## src/rtl/pll_reset_sequencer.sv

```systemverilog
// pll_reset_sequencer
// Qualifies the PLL lock flag on the PLL output clock and sequences a clean
// synchronous system reset for the 100 MHz fabric. Loss of lock while running
// forces the fabric back into reset and is recorded in a sticky flag.
// Optional feature macro: PLL_RSTSEQ_LOSS_COUNT_EN
//   defined   -> saturating lock_loss_count register is implemented
//   undefined -> lock_loss_count is tied to zero
module pll_reset_sequencer #(
  parameter int LOCK_STABLE_CYCLES = 1024,
  parameter int RESET_HOLD_CYCLES  = 16,
  parameter int COUNT_WIDTH        = 8
) (
  input  logic                   clock_in,
  input  logic                   reset,
  input  logic                   locked,
  input  logic                   clear_sticky,
  output logic                   sys_reset,
  output logic                   ready,
  output logic                   lock_lost,
  output logic [COUNT_WIDTH-1:0] lock_loss_count
);

  // One shared down-counter serves both the stable-lock and reset-hold phases.
  localparam int MAX_CYCLES = (LOCK_STABLE_CYCLES > RESET_HOLD_CYCLES) ?
                              LOCK_STABLE_CYCLES : RESET_HOLD_CYCLES;
  localparam int CNT_WIDTH  = $clog2(MAX_CYCLES) + 1;

  localparam logic [CNT_WIDTH-1:0] STABLE_LOAD = CNT_WIDTH'(LOCK_STABLE_CYCLES - 1);
  localparam logic [CNT_WIDTH-1:0] HOLD_LOAD   = CNT_WIDTH'(RESET_HOLD_CYCLES - 1);

  typedef enum logic [1:0] {
    ST_WAIT   = 2'd0,
    ST_STABLE = 2'd1,
    ST_HOLD   = 2'd2,
    ST_RUN    = 2'd3
  } state_t;

  state_t               state;
  logic [CNT_WIDTH-1:0] cnt;
  logic                 sync_1;
  logic                 sync_2;
  logic                 lock_s;

  // Two-flop synchroniser: the only place the raw PLL lock flag is sampled.
  always_ff @(posedge clock_in) begin
    if (reset) begin
      sync_1 <= 1'b0;
      sync_2 <= 1'b0;
    end else begin
      sync_1 <= locked;
      sync_2 <= sync_1;
    end
  end

  assign lock_s = sync_2;

  // Sequencer FSM; outputs are registered and always reflect the state being entered.
  always_ff @(posedge clock_in) begin
    if (reset) begin
      state     <= ST_WAIT;
      cnt       <= '0;
      sys_reset <= 1'b1;
      ready     <= 1'b0;
      lock_lost <= 1'b0;
`ifdef PLL_RSTSEQ_LOSS_COUNT_EN
      lock_loss_count <= '0;
`endif
    end else begin
      // Clear is applied first so that a loss on the same edge overrides it.
      if (clear_sticky) begin
        lock_lost <= 1'b0;
      end
      case (state)
        ST_WAIT: begin
          sys_reset <= 1'b1;
          ready     <= 1'b0;
          if (lock_s) begin
            state <= ST_STABLE;
            cnt   <= STABLE_LOAD;
          end
        end
        ST_STABLE: begin
          sys_reset <= 1'b1;
          ready     <= 1'b0;
          if (!lock_s) begin
            state <= ST_WAIT;
          end else if (cnt == '0) begin
            state <= ST_HOLD;
            cnt   <= HOLD_LOAD;
          end else begin
            cnt <= cnt - 1'b1;
          end
        end
        ST_HOLD: begin
          if (!lock_s) begin
            state     <= ST_WAIT;
            sys_reset <= 1'b1;
            ready     <= 1'b0;
          end else if (cnt == '0) begin
            state     <= ST_RUN;
            sys_reset <= 1'b0;
            ready     <= 1'b1;
          end else begin
            cnt       <= cnt - 1'b1;
            sys_reset <= 1'b1;
            ready     <= 1'b0;
          end
        end
        ST_RUN: begin
          if (!lock_s) begin
            state     <= ST_WAIT;
            sys_reset <= 1'b1;
            ready     <= 1'b0;
            lock_lost <= 1'b1;
`ifdef PLL_RSTSEQ_LOSS_COUNT_EN
            if (lock_loss_count != '1) begin
              lock_loss_count <= lock_loss_count + 1'b1;
            end
`endif
          end else begin
            sys_reset <= 1'b0;
            ready     <= 1'b1;
          end
        end
        default: begin
          state     <= ST_WAIT;
          sys_reset <= 1'b1;
          ready     <= 1'b0;
        end
      endcase
    end
  end

`ifndef PLL_RSTSEQ_LOSS_COUNT_EN
  assign lock_loss_count = '0;
`endif

endmodule

```

## config.mk

```make
export PLATFORM = sky130hd
export DESIGN_NAME = pll_reset_sequencer
export DESIGN_NICKNAME = d
export VERILOG_FILES = /design/src/rtl/pll_reset_sequencer.sv
export SDC_FILE = /design/constraint.sdc
export NUM_CORES = 1
export LEC_CHECK = 0
export ABC_AREA = 0
export CORE_AREA = 3 3 63 65
export CTS_CLUSTER_DIAMETER = 120
export DETAILED_ROUTE_END_ITERATION = 6
export DIE_AREA = 0 0 66 68
export PLACE_DENSITY = 0.51
export SETUP_SLACK_MARGIN = 0.3
export SLEW_MARGIN = 15
export SYNTH_ARGS = -nofsm -noshare
export SYNTH_HDL_FRONTEND = slang
export SYNTH_SLANG_ARGS = --single-unit
```

## constraint.sdc

```tcl
create_clock -name clock_in -period 2.32 [get_ports clock_in]
set_input_delay 0.232 -clock clock_in [delete_from_list [all_inputs] [get_ports clock_in]]
set_output_delay 0.232 -clock clock_in [all_outputs]
set_load 0.01 [all_outputs]
```

==> impl_metrics.ini <==
[floorplan]
pin_count = 15
start_util_pct = 34.9
num_rows = 21
core_area_sq_um = 3390
die_w_microns = 66
die-height_microns = 68
dieArea_sq_um = 4490

[yosys]
synth_compound_area_share_pct = 29.1
synthSimpleGateAreaFrac_pct = 21.0
synthCells = 138
synth_edf_count = 0
synth_top_family_by_area = compound AO/OA/AOI/OAI gates
synth_mux_area_share_pct = 0.846
synth_xor_area_share_pct = 0.740
synthAdderAreaFrac_pct = 6.34
synth-seq-cells = 18
yosysSeqAreaShare_pct = 30.4
synth_area_sq_um = 1180
synth_warnings = 0
ys_types = 44
synthArstFlopShare_pct = 0
avgSynthCellArea_sq_um = 8.58
synthFlopType = dfxtp_1

[timing]
finalCriticalPeriod_ns = 1.97
max_freq_mhz = 508
maxSlewViolCount = 0
tightest_slew_ns = 0.551
fin_setup_tns_ns = 0
finClkSkew_ns = 0.00560
setup_viol = 0
final.period_utilization_pct = 84.8
slew_headroom_pct = 63.0
rsz0062_at_grt = true
hold_viol = 0

[worst_setup_path]
rrSetupSlack_ns = 0.35
reg2reg_to = cnt[6]$_SDFFE_PP0P_
worstPathArrival_ns = 2.18
path_max_fanout = 6
crit_required_ns = 2.54
endpoint_kind = flop
crit_type = flop to flop
timing.rr.start = cnt[1]$_SDFFE_PP0P_
crit_end = cnt[6]$_SDFFE_PP0P_
r2r_cells = 7
startpoint_type = flop
crit_path_start = cnt[1]$_SDFFE_PP0P_

[cells_and_area]
multi_input_area_sq_um = 756
antennaDiodeCount = 0
fin_cells = 202
drive_gt1_share_pct = 19.9
final_nets = 167
ff_latch_area_sq_um = 365
area_growth_pct = 19.7
nFillCells = 350

[power_and_ir_drop]
ir_worst_vdd_v = 0.000226
leakage_nw = 0.513
p_per_area_nw_per_um2 = 594

[cts]
clock_latency_ns = 0.31
clk_pin_slew_ns = 0.12
cts.sinks = 18
cts_buffers = 3
htree_levels = 1
holdBufCountCts = 0
cts_tree = built
clk_path_buf_depth = 2
ctsRootBufferMaster = clkbuf_4

[detailed_routing]
wl_microns = 3030
vias = 1107
ant_nets = 0
routed_via_density = 5.48
drt_iter0_drc = 66
drt_drc_violations_left = 0
drt_first_pass_iters = 4
wl_per_cell_microns = 15.0

[hold_path]
holdPathStages = 1
hold_path.class = flop to flop

[place]
hpwl_microns = 2140
numPortBuffers = 6
place_inst = 194
gp_routability_congestion = 0.872

[status]
status = finished, final reports clean

[global_route]
grt_usage_pct = 13.9
grt_max_degree = 11
grt-ovfl-total = 0
grt_pass1_vias = 1035
grt_pass1_wl_microns = 4820
antenna_found_initial = 0

[run]
maxCapViolations = 0
==> timing repair <==
item	4_1_cts	5_1_grt
resized for setup	4	9
setup buffers	0	3
gates cloned	1	0
pin swaps	3	4
endpoints found under the setup margin	12	11
==> flip-flops by register name (all words and copies together) (netlist names) <==
register and count:
lock_s 1, sys_reset 1, cnt 11, ready 1
sync_1 1, state 2, lock_lost 1
==> cells by family after synthesis <==
logic type	after synthesis
flip-flops	18
other	1
multiplexers	1
buffers and inverters	23
XOR/XNOR	1
AND/OR/NAND/NOR	45
adder cells (fa/ha/maj)	6
AO/OA/AOI/OAI	43
==> worst max-delay path: stages (launching register included) <==
cell	delay [ns]
dfxtp_2	0.35
inv_2	0.08
ha_4	0.12
or4b_4	0.50
buf_6	0.16
o41ai_4	0.32
o22ai_1	0.13
o21a_1	0.20
==> stage by stage <==
| stage | power (mW) | area [sq um] | utilization (%) | worst slack (ns) | hold slack (ns) |
|---|---|---|---|---|---|
| finish | 0.841 | 1420 | 41.8 | 0.353 | 0.454 |
| global route | 0.890 | 1420 | 41.8 | 0.281 | 0.481 |
| global placement | 0.608 | 1310 | 38.6 | 0.144 | 0.418 |
| detailed placement | 0.606 | 1310 | 38.6 | 0.156 | 0.437 |
| CTS | 0.828 | 1370 | 40.4 | 0.302 | 0.460 |
| floorplan | 0.544 | 1210 | - | 0.325 | 0.304 |
==> cell usage after synthesis, drive strengths merged (3+ instances only) <==
cell	n	area, sq um
a21oi	4	20.0
a221oi	4	35.0
a22oi	3	27.5
buf	11	87.6
dfxtp	18	360
ha	6	75.1
inv	10	37.5
nand2	6	22.5
nand2b	3	18.8
nor2	13	48.8
nor2b	5	31.3
nor3	5	25.0
nor4	5	46.3
o211ai	3	22.5
o21a	3	22.5
o21ai	7	35.0
o22ai	3	25.0
o32ai	3	26.3
or3	3	18.8
==> placed cells by master, fill, tap and decap left out, drive strengths merged, types with 4 or more instances in the layout <==
cell type       n
conb            8
nor2           13
o21ai           7
clkdlybuf4s50   6
clkbuf          4
inv            10
buf            13
ha              6
nor4            5
a221oi          4
a21oi           4
dfxtp          18
nand2           6
nor2b           5
nor3            5
==> area by class of cell <==
class	instances	share of cell area [%]
clock buffer	4	2.56
inverter	10	2.83
multi-input combinational	105	53.4
sequential	18	25.8
tap	46	4.06
timing repair buffer	19	11.4
==> report_power, final <==
| part | leakage [nW] | internal (mW) | switching [mW] |
|---|---|---|---|
| registers | 0.148 | 0.326 | 0.0187 |
| clock network | 0.0210 | 0.0958 | 0.112 |
| logic | 0.344 | 0.121 | 0.168 |
==> worst min-delay path by stage <==
| stage | startpoint | endpoint | slack (ns) |
|---|---|---|---|
| after global routing | sync_1$_SDFF_PP0_ | lock_s$_SDFF_PP0_ | 0.48 |
| after detailed placement | sync_1$_SDFF_PP0_ | lock_s$_SDFF_PP0_ | 0.44 |
| after floorplan | reset | lock_s$_SDFF_PP0_ | 0.30 |
| final | sync_1$_SDFF_PP0_ | lock_s$_SDFF_PP0_ | 0.45 |
| after CTS | locked | sync_1$_SDFF_PP0_ | 0.46 |
| after global placement | sync_1$_SDFF_PP0_ | lock_s$_SDFF_PP0_ | 0.42 |
==> metal layers <==
layer  wire length (microns)  global-route usage, %
met1                    1390                   17.7
met5                       0                      0
met2                    1420                   21.9
met4                      82                   7.36
met3                     144                   3.28
(Power assumes the default switching activity.)
